<file path="src/rtl/note_scheduler_pkg.sv">
// Shared sizes, chart entry layout and scheduler state codes for the
// falling-note playfield.
package note_scheduler_pkg;

    localparam int LANES    = 8;
    localparam int SLOTS    = 16;
    localparam int SLOT_AW  = $clog2(SLOTS);
    localparam int LANE_W   = $clog2(LANES);
    localparam int CHART_AW = 8;
    localparam int Y_W      = 10;
    localparam int SCORE_W  = 16;

    // ROM word: [15:8] frames to wait, [7:0] lanes to spawn; all-zero word ends the chart.
    typedef struct packed {
        logic [7:0]       delta;
        logic [LANES-1:0] mask;
    } chart_entry_t;

    typedef logic [2:0] sched_state_t;
    localparam sched_state_t ST_IDLE       = 3'd0;
    localparam sched_state_t ST_FETCH      = 3'd1;
    localparam sched_state_t ST_WAIT_ROM   = 3'd2;
    localparam sched_state_t ST_WAIT_FRAME = 3'd3;
    localparam sched_state_t ST_SWEEP      = 3'd4;
    localparam sched_state_t ST_SPAWN      = 3'd5;
    localparam sched_state_t ST_DONE       = 3'd6;

    function automatic logic [LANE_W-1:0] lowest_lane(input logic [LANES-1:0] mask);
        lowest_lane = '0;
        for (int i = LANES - 1; i >= 0; i--) begin
            if (mask[i]) lowest_lane = LANE_W'(i);
        end
    endfunction

endpackage

</file>
<file path="src/rtl/note_scheduler_if.sv">
// Chart ROM port and renderer slot-read port of the note scheduler.
// master = scheduler side, slave = ROM / renderer side.
interface note_scheduler_if;
    import note_scheduler_pkg::*;

    logic [CHART_AW-1:0] chart_addr;
    logic [15:0]         chart_data;
    logic [SLOT_AW-1:0]  slot_idx;
    logic                slot_valid;
    logic [LANE_W-1:0]   slot_lane;
    logic [Y_W-1:0]      slot_y;

    modport master (
        output chart_addr,
        input  chart_data,
        input  slot_idx,
        output slot_valid, slot_lane, slot_y
    );

    modport slave (
        input  chart_addr,
        output chart_data,
        output slot_idx,
        input  slot_valid, slot_lane, slot_y
    );

endinterface

</file>
<file path="src/rtl/note_scheduler_slot_alloc.sv">
// Picks the lowest-numbered free slot in the live-note table.
module slot_alloc
    import note_scheduler_pkg::*;
(
    input  logic [SLOTS-1:0]   valid,
    output logic [SLOT_AW-1:0] free_idx,
    output logic               any_free
);

    always_comb begin
        // NOTE: every output gets a default before the loop so no path can infer a latch.
        free_idx = '0;
        any_free = 1'b0;
        for (int i = SLOTS - 1; i >= 0; i--) begin
            if (!valid[i]) begin
                free_idx = SLOT_AW'(i);
                any_free = 1'b1;
            end
        end
    end

endmodule

</file>
<file path="src/rtl/note_scheduler.sv">
// Chart-driven note spawner, per-frame note mover and strike-line judge
// for the falling-note playfield.
module note_scheduler
    import note_scheduler_pkg::*;
#(
    parameter int STRIKE_Y = 420,
    parameter int HIT_WIN  = 16,
    parameter int SPEED    = 4
) (
    input  logic               Clk,
    input  logic               Reset,
    input  logic               frame_clk,
    input  logic               start,
    input  logic [LANES-1:0]   keys,
    note_scheduler_if.master   bus,
    output logic [LANES-1:0]   keyTrack,
    output logic [LANES-1:0]   hit_pulse,
    output logic [LANES-1:0]   miss_pulse,
    output logic [SCORE_W-1:0] score,
    output logic               busy,
    output logic               done,
    output logic               overflow
);

    localparam logic [Y_W:0] WIN_LO = (Y_W + 1)'(STRIKE_Y - HIT_WIN);
    localparam logic [Y_W:0] WIN_HI = (Y_W + 1)'(STRIKE_Y + HIT_WIN);

    sched_state_t       state;
    logic [SLOTS-1:0]   slot_v;
    logic [LANE_W-1:0]  slot_l  [SLOTS];
    logic [Y_W-1:0]     slot_yv [SLOTS];

    logic               frame_q;
    logic               frame_pend;
    logic               in_frame;
    logic [7:0]         countdown;
    logic [LANES-1:0]   spawn_mask;
    logic [LANES-1:0]   press;
    logic [SLOT_AW-1:0] sweep_idx;

    logic               frame_edge;
    logic               consume;
    chart_entry_t       entry;
    logic [SLOT_AW-1:0] free_idx;
    logic               any_free;
    logic [LANE_W-1:0]  spawn_lane;
    logic [LANE_W-1:0]  cur_lane;
    logic [Y_W:0]       y_next;
    logic               cur_hit;
    logic               cur_miss;

    slot_alloc u_alloc (
        .valid    (slot_v),
        .free_idx (free_idx),
        .any_free (any_free)
    );

    assign bus.slot_valid = slot_v[bus.slot_idx];
    assign bus.slot_lane  = slot_l[bus.slot_idx];
    assign bus.slot_y     = slot_yv[bus.slot_idx];

    assign entry      = bus.chart_data;
    assign frame_edge = frame_clk & ~frame_q;
    // A start pulse in IDLE/DONE leaves a pending frame for the new chart to use.
    assign consume    = frame_pend &&
                        ((state == ST_WAIT_FRAME) ||
                         ((state == ST_IDLE || state == ST_DONE) && !start));

    assign spawn_lane = lowest_lane(spawn_mask);
    assign cur_lane   = slot_l[sweep_idx];
    assign y_next     = {1'b0, slot_yv[sweep_idx]} + (Y_W + 1)'(SPEED);
    assign cur_hit    = slot_v[sweep_idx] && press[cur_lane] &&
                        (y_next >= WIN_LO) && (y_next <= WIN_HI);
    assign cur_miss   = slot_v[sweep_idx] && !cur_hit && (y_next > WIN_HI);

    // NOTE: non-blocking throughout, so every read here sees pre-edge values
    // (e.g. press is formed from the previous keyTrack).
    always_ff @(posedge Clk or posedge Reset) begin
        if (Reset) begin
            state          <= ST_IDLE;
            slot_v         <= '0;
            // NOTE: lane/Y payload is reset too; the table is plain flops and must come up clean.
            for (int i = 0; i < SLOTS; i++) begin
                slot_l[i]  <= '0;
                slot_yv[i] <= '0;
            end
            bus.chart_addr <= '0;
            frame_q        <= 1'b0;
            frame_pend     <= 1'b0;
            in_frame       <= 1'b0;
            countdown      <= '0;
            spawn_mask     <= '0;
            press          <= '0;
            sweep_idx      <= '0;
            keyTrack       <= '0;
            hit_pulse      <= '0;
            miss_pulse     <= '0;
            score          <= '0;
            busy           <= 1'b0;
            done           <= 1'b0;
            overflow       <= 1'b0;
        end else begin
            hit_pulse  <= '0;
            miss_pulse <= '0;
            frame_q    <= frame_clk;
            frame_pend <= (frame_pend & ~consume) | frame_edge;

            if (consume) begin
                keyTrack  <= keys;
                press     <= keys & ~keyTrack;
                sweep_idx <= '0;
            end

            case (state)
                ST_IDLE, ST_DONE: begin
                    if (start) begin
                        slot_v         <= '0;
                        score          <= '0;
                        done           <= 1'b0;
                        overflow       <= 1'b0;
                        busy           <= 1'b1;
                        in_frame       <= 1'b0;
                        bus.chart_addr <= '0;
                        state          <= ST_FETCH;
                    end else if (consume && state == ST_DONE) begin
                        state <= ST_SWEEP;
                    end
                end

                ST_FETCH: state <= ST_WAIT_ROM;

                ST_WAIT_ROM: begin
                    if (entry == '0) begin
                        done  <= 1'b1;
                        busy  <= 1'b0;
                        state <= ST_DONE;
                    end else begin
                        countdown      <= entry.delta;
                        spawn_mask     <= entry.mask;
                        bus.chart_addr <= bus.chart_addr + CHART_AW'(1);
                        // Zero-delay entries fetched while spawning join the current frame.
                        if (in_frame && entry.delta == 8'd0) begin
                            state <= ST_SPAWN;
                        end else begin
                            in_frame <= 1'b0;
                            state    <= ST_WAIT_FRAME;
                        end
                    end
                end

                ST_WAIT_FRAME: if (consume) state <= ST_SWEEP;

                ST_SWEEP: begin
                    if (cur_hit) begin
                        slot_v[sweep_idx]   <= 1'b0;
                        hit_pulse[cur_lane] <= 1'b1;
                        press[cur_lane]     <= 1'b0;
                        if (score != '1) score <= score + SCORE_W'(1);
                    end else if (cur_miss) begin
                        slot_v[sweep_idx]    <= 1'b0;
                        miss_pulse[cur_lane] <= 1'b1;
                    end else if (slot_v[sweep_idx]) begin
                        slot_yv[sweep_idx] <= y_next[Y_W-1:0];
                    end

                    sweep_idx <= sweep_idx + SLOT_AW'(1);
                    if (sweep_idx == SLOT_AW'(SLOTS - 1)) begin
                        if (done) begin
                            state <= ST_DONE;
                        end else if (countdown != 8'd0) begin
                            countdown <= countdown - 8'd1;
                            state     <= ST_WAIT_FRAME;
                        end else begin
                            in_frame <= 1'b1;
                            state    <= ST_SPAWN;
                        end
                    end
                end

                ST_SPAWN: begin
                    if (spawn_mask == '0) begin
                        state <= ST_FETCH;
                    end else begin
                        if (any_free) begin
                            slot_v[free_idx]  <= 1'b1;
                            slot_l[free_idx]  <= spawn_lane;
                            slot_yv[free_idx] <= '0;
                        end else begin
                            overflow <= 1'b1;
                        end
                        spawn_mask[spawn_lane] <= 1'b0;
                    end
                end

                default: state <= ST_IDLE;
            endcase
        end
    end

endmodule

</file>
<file path="src/flat_wrapper.sv">
// flat-port wrapper written by rule: the top's interface ports become plain ports
module note_scheduler_flat import note_scheduler_pkg::*;
#(
    parameter int STRIKE_Y = 420,
    parameter int HIT_WIN  = 16,
    parameter int SPEED    = 4
)
  (Clk, Reset, frame_clk, start, keys, keyTrack, hit_pulse, miss_pulse, score, busy, done, overflow, bus_chart_addr, bus_chart_data, bus_slot_idx, bus_slot_valid, bus_slot_lane, bus_slot_y);
  note_scheduler_if bus_i ();
  input  logic Clk;
  input  logic Reset;
  input  logic frame_clk;
  input  logic start;
  input  logic [LANES-1:0] keys;
  output logic [LANES-1:0] keyTrack;
  output logic [LANES-1:0] hit_pulse;
  output logic [LANES-1:0] miss_pulse;
  output logic [SCORE_W-1:0] score;
  output logic busy;
  output logic done;
  output logic overflow;
  output wire logic [$bits(bus_i.chart_addr)-1:0] bus_chart_addr;
  input wire logic [$bits(bus_i.chart_data)-1:0] bus_chart_data;
  input wire logic [$bits(bus_i.slot_idx)-1:0] bus_slot_idx;
  output wire logic [$bits(bus_i.slot_valid)-1:0] bus_slot_valid;
  output wire logic [$bits(bus_i.slot_lane)-1:0] bus_slot_lane;
  output wire logic [$bits(bus_i.slot_y)-1:0] bus_slot_y;
  assign bus_chart_addr = bus_i.chart_addr;
  assign bus_i.chart_data = bus_chart_data;
  assign bus_i.slot_idx = bus_slot_idx;
  assign bus_slot_valid = bus_i.slot_valid;
  assign bus_slot_lane = bus_i.slot_lane;
  assign bus_slot_y = bus_i.slot_y;
  note_scheduler #(.STRIKE_Y(STRIKE_Y), .HIT_WIN(HIT_WIN), .SPEED(SPEED)) u_core (.Clk(Clk), .Reset(Reset), .frame_clk(frame_clk), .start(start), .keys(keys), .bus(bus_i), .keyTrack(keyTrack), .hit_pulse(hit_pulse), .miss_pulse(miss_pulse), .score(score), .busy(busy), .done(done), .overflow(overflow));
endmodule
</file>
<file path="config.mk">
export PLATFORM = sky130hd
export DESIGN_NAME = note_scheduler_flat
export DESIGN_NICKNAME = d
export VERILOG_FILES = /design/src/rtl/note_scheduler_pkg.sv /design/src/rtl/note_scheduler_if.sv /design/src/rtl/note_scheduler_slot_alloc.sv /design/src/rtl/note_scheduler.sv /design/src/flat_wrapper.sv
export SDC_FILE = /design/constraint.sdc
export NUM_CORES = 1
export LEC_CHECK = 0
export ABC_CLOCK_PERIOD_IN_PS = 16500
export CAP_MARGIN = 20
export CORE_ASPECT_RATIO = 0.75
export CORE_MARGIN = 2
export CORE_UTILIZATION = 67
export CTS_BUF_LIST = sky130_fd_sc_hd__clkbuf_4 sky130_fd_sc_hd__clkbuf_8
export CTS_CLUSTER_SIZE = 14
export DETAILED_ROUTE_END_ITERATION = 8
export PLACE_DENSITY = 0.91
export SETUP_SLACK_MARGIN = 0.15
export SYNTH_ARGS = -nofsm -noshare
export SYNTH_HDL_FRONTEND = slang
export SYNTH_SLANG_ARGS = --single-unit
</file>
<file path="constraint.sdc">
create_clock -name Clk -period 16.5 [get_ports Clk]
set_input_delay 1.65 -clock Clk [delete_from_list [all_inputs] [get_ports Clk]]
set_output_delay 1.65 -clock Clk [all_outputs]
set_load 0.03 [all_outputs]
</file>
======== Word-level counts from Yosys, hierarchy flattened ========
Cells that the tools add are included.
operators by class
  add/subtract/negate cells ............... 5
  $mul .................................... 0
  divide/modulo/power cells ............... 0
  magnitude comparators ................... 17
  eq/ne operators ......................... 28
  shift operators ......................... 0
  multiplexer cells ....................... 135
  bitwise gates (word level) .............. 20
  reductions and logical operators ........ 45
operators by type and width
  cell                                                             count
  160-bit 2-to-1 mux                                               5
  160-bit case mux with 2 select lines                             1
  160-bit AND                                                      1
  160-bit bitwise mux                                              1
  160-bit inverter                                                 1
  8-bit 2-to-1 mux                                                 16
  16-bit 2-to-1 mux                                                7
  10-bit binary-select mux with 4-bit select                       2
  10-bit demux with 4-bit select                                   2
  4-bit 2-to-1 mux                                                 18
  3-bit 2-to-1 mux                                                 22
  10-bit 2-to-1 mux                                                6
  48-bit bitwise mux                                               1
  16-bit case mux with 3 select lines                              1
  8-bit case mux with 2 select lines                               3
  1-bit 2-to-1 mux                                                 34
  16-bit case mux with 2 select lines                              1
  8-bit AND                                                        3
  3-bit binary-select mux with 4-bit select                        2
  8-bit inverter                                                   3
  2-bit by 1-bit != test with 1-bit output, second input constant  9
  2-bit != test, second input constant                             9
  3-bit case mux with 6 select lines                               1
  16-bit by 1-bit adder with 16-bit output, second input constant  1
  49 further kinds                                                 100
word-level totals
  bits in registers ....................... 309
  bits in latches ......................... 0
  bits in writable memories ............... 0
  memory bits (read-only) ................. 0
  output and inout bits ................... 65
  word-level logic and storage cells ...... 299
  memories kept ........................... 0

======== Logic depth before layout (Yosys ltp) ========
  depth in word-level cells ............... 26
  gate-level depth with buffers ........... 19
  gate-level depth less buffers ........... 14

======== Hierarchy ========
A second synthesis with hierarchy kept.
unflattened totals
  cell total of the unflattened synthesis .. 1390
  area, all modules ....................... 16724.8 um2
modules (own cells, without submodules)
  module          instances  cells each  area each (um2)
  note_scheduler  1          1356        16558.4
  slot_alloc      1          34          166.4

======== Least setup slack after synthesis ========
OpenSTA, ideal clock, no wires.
  path type ............................... input-to-output
  start ................................... input port bus_slot_idx[0]
  end ..................................... output port bus_slot_y[0]
  data arrival time ....................... 3.766 ns
  path slack .............................. 11.084 ns
  stages on the path ...................... 4
  path through ............................ clkbuf_1 -> buf_1 -> mux4_2 -> mux4_2
between the ends
  cells in the longest elaborated chain, start to end .. 4
RTL lines
  item                                                    line                  text
  start: declaration                                      flat_wrapper.sv:24    input wire logic [$bits(bus_i.slot_idx)-1:0] bus_slot_idx;
  4-bit inverter with 5-bit output (implied by the code)  note_scheduler.sv:60  assign bus.slot_y = slot_yv[bus.slot_idx];
  10-bit binary-select mux with 4-bit select              note_scheduler.sv:60
  10-bit 2-to-1 mux (implied by the code) (2 in series)   note_scheduler.sv:60
  end: declaration                                        flat_wrapper.sv:27    output wire logic [$bits(bus_i.slot_y)-1:0] bus_slot_y;
No other way between the ends. The select of a mux whose other input is x is not followed.

======== Final worst setup path ========
  start ................................... input port bus_slot_idx[0]
  end ..................................... output port bus_slot_y[3]
The elaborated chain is that of the path after synthesis.

==> flow_metrics.env <==
export IMPL_status="completed"
export IMPL_path_clk_slew_ns=0.06
export IMPL_postLayoutCoreUtil=0.764
export IMPL_cts_tree="done"
export IMPL_drt_iter0_drc=2264
export IMPL_rsz0062_at_grt="false"
export IMPL_crit_path_start_kind="primary input"
export IMPL_r2r_slack_ns=10.61
export IMPL_slew_violations=0
export IMPL_place_ws_ns=10.39
export IMPL_setup_slack_ns=10.44
export IMPL_grt_pass1_vias=14114
export IMPL_setup_viol_count_final=0
export IMPL_synth_most_common_cell="dfrtp_1"
export IMPL_timing_max_slew_rel_slack=0.242
export IMPL_cp_slowest_cell="buf_4"
export IMPL_grt_total_usage=0.404
export IMPL_worstSetupStartpoint="bus_slot_idx[0]"
export IMPL_r2r_cells=14
export IMPL_ys_seq_area_frac=0.457
export IMPL_finalNetCount=1598
export IMPL_crit_type="primary input to output pin"
export IMPL_critPathCaptureType="output pin"
export IMPL_maxCapViolations=0
export IMPL_cts_inserted_buffers=47
export IMPL_cp_cell_sequence="buf_4 > buf_4 > mux4_2 > mux4_2 > clkdlybuf4s50_1"
export IMPL_synthArstFlopShare=1.00
export IMPL_final_antenna_net_count=0
export IMPL_portBuffers=96
export IMPL_hold_path_class="flop to flop"
export IMPL_power_total_mw=2.34
export IMPL_synth_commonest_cells="309 x dfrtp_1, 188 x nand2_1, 121 x mux4_2"
export IMPL_r2r_start="u_core.sweep_idx[1]"
export IMPL_fin_crit_sh=0.368
export IMPL_yosysWarnings=0
export IMPL_hold_viol=0
export IMPL_core_area_mm2=0.0249
export IMPL_syn_instance_count=1482
export IMPL_cts_max_level=2
export IMPL_finalCriticalPeriod_ns=6.06
export IMPL_post_synth_num_cell_types=77
export IMPL_ir_drop_mv=0.0862
export IMPL_diodes=0
export IMPL_die_y_um=142
export IMPL_synth_edf_count=0
export IMPL_dpl_hpwl_mm=34.1
export IMPL_synth_top_cell_area_share=0.457
export IMPL_cpPeakStageDelay_ns=0.76
export IMPL_synth_area_mm2=0.0169
export IMPL_drc_errors=0
export IMPL_overflow=0
export IMPL_grt_pass1_wl_mm=81.4
export IMPL_endpoint="bus_slot_y[3]"
export IMPL_initial_utilization=0.679
export IMPL_cts_sinks=309
export IMPL_antenna_found_initial=0
export IMPL_ys_ff_latch=309
export IMPL_cp_depth=5
export IMPL_yosysTopAreaCell="dfrtp_1"
export IMPL_synth_flop_cell="dfrtp_1"
export IMPL_tns_ns=0
export IMPL_die_w_um=187
export IMPL_num_io_pins=97
export IMPL_tightest_slew_ns=1.13
export IMPL_path_buf_inv=3
export IMPL_area_growth_pct=12.4
export IMPL_root_buffer="clkbuf_8"
export IMPL_syn_avg_cell_area_um2=11.4
export IMPL_row_count=50
export IMPL_clock_skew_ns=0.0370
export IMPL_cts_buffer_depth=3
export IMPL_fmax_ghz=0.165
export IMPL_nFillCells=1544
export IMPL_clock_latency_ns=0.60
export IMPL_cp_max_fo=49
export IMPL_worstPathRequired_ns=14.85
export IMPL_post_cts_buffers=0
export IMPL_vias=14251
export IMPL_cellPowerDensity_mw_per_mm2=123
export IMPL_cp_top_family="buffers and inverters"
export IMPL_crit_arrival_ns=4.42
export IMPL_ys_top_cells_by_area="dfrtp_1 46%, mux4_2 16%, o2bb2ai_1 5.1%"
export IMPL_hold_buffers=0
export IMPL_drive_above_1_share=0.183
export IMPL_routed_wl_mm=52.5
export IMPL_syn_num_nets=1525
export IMPL_via_per_inst=7.40
export IMPL_r2r_end="u_core.slot_yv[27]"
export IMPL_total_leakage_power_nw=7.80
export IMPL_die_area_mm2=0.0265
export IMPL_first_pass_iters=7
export IMPL_wl_per_cell_um=27.2
export IMPL_grt_max_degree=100
export IMPL_gp_congestion=0.984
export IMPL_ctsResizeCount=0
[sequential cells by signal (all words and copies together) (netlist names), 16 cells and up]
register and count:
u_core.slot_v 16, u_core.score 16, u_core.slot_yv 160, u_core.slot_l 48
[layout by cell type (no fill, tap or decap), types with 10 or more instances in the layout]
cell	instances
or3_1	19
o22ai_1	18
a32o_1	13
mux4_2	121
nor3_1	19
clkinv_2	10
nand2b_1	11
nor2b_1	16
nor4_1	10
o2bb2ai_1	99
dfrtp_1	307
mux2_2	38
ha_1	11
and2_1	24
clkdlybuf4s50_1	94
buf_4	19
inv_1	44
clkbuf_8	63
nor2_1	86
and3_1	11
o21ai_0	105
a21oi_1	44
nand3_1	25
nor3b_1	12
mux2i_1	28
nand2_1	188
[area by class of cell]
type	count	area (µm²)	share of cell area
inverter	46	180	0.00948
multi-input combinational	1035	8550	0.450
sequential	309	7730	0.407
clock inverter	12	91.3	0.00480
clock buffer	70	920	0.0484
tap	338	423	0.0222
timing repair buffer	116	1110	0.0584
[through the flow]
step | hold WS (ns) | instance area [µm²] | std cells
finish | 0.437 | 19000 | 1926
global route | 0.448 | 19000 | 1926
CTS | 0.439 | 19000 | 1923
detailed placement | 0.436 | 18000 | 1841
global placement | 0.420 | 18000 | 1841
floorplan | 0.400 | 16900 | 1482
[per-layer routing]
metal | part of all wire | vias to the layer above | GRT usage
met5 | 0 | - | 0.00549
met4 | 0.052 | 0 | 0.190
met3 | 0.16 | 292 | 0.167
met2 | 0.42 | 1262 | 0.565
met1 | 0.37 | 6949 | 0.557
li1 | - | 5748 | -
[worst min-delay path by stage]
stage / from / endpoint / slack (ns) / cells after the start
2_1_floorplan: u_core.frame_q / u_core.frame_pend / 0.40 / 1
3_3_place_gp: u_core.frame_q / u_core.frame_pend / 0.42 / 1
3_5_place_dp: u_core.frame_q / u_core.frame_pend / 0.44 / 1
4_1_cts: u_core.frame_q / u_core.frame_pend / 0.44 / 1
5_1_grt: u_core.frame_q / u_core.frame_pend / 0.45 / 1
6_report: u_core.frame_q / u_core.frame_pend / 0.44 / 1
[kinds of logic after synthesis]
logic type,count (synthesis),synth area share
flops,309,0.457
compound gates,361,0.151
simple gates,458,0.130
fa+ha+maj,11,0.00814
buf+inv,138,0.0372
mux,192,0.210
xor+xnor,13,0.00673
[where the power goes]
group          switching, mW  leakage [nW]  internal, mW
sequential            0.0821          4.24         0.835
combinational          0.473          3.02         0.259
clock                  0.315         0.544         0.373
total                  0.870          7.80          1.47
Power figures use the tool's default switching activity.
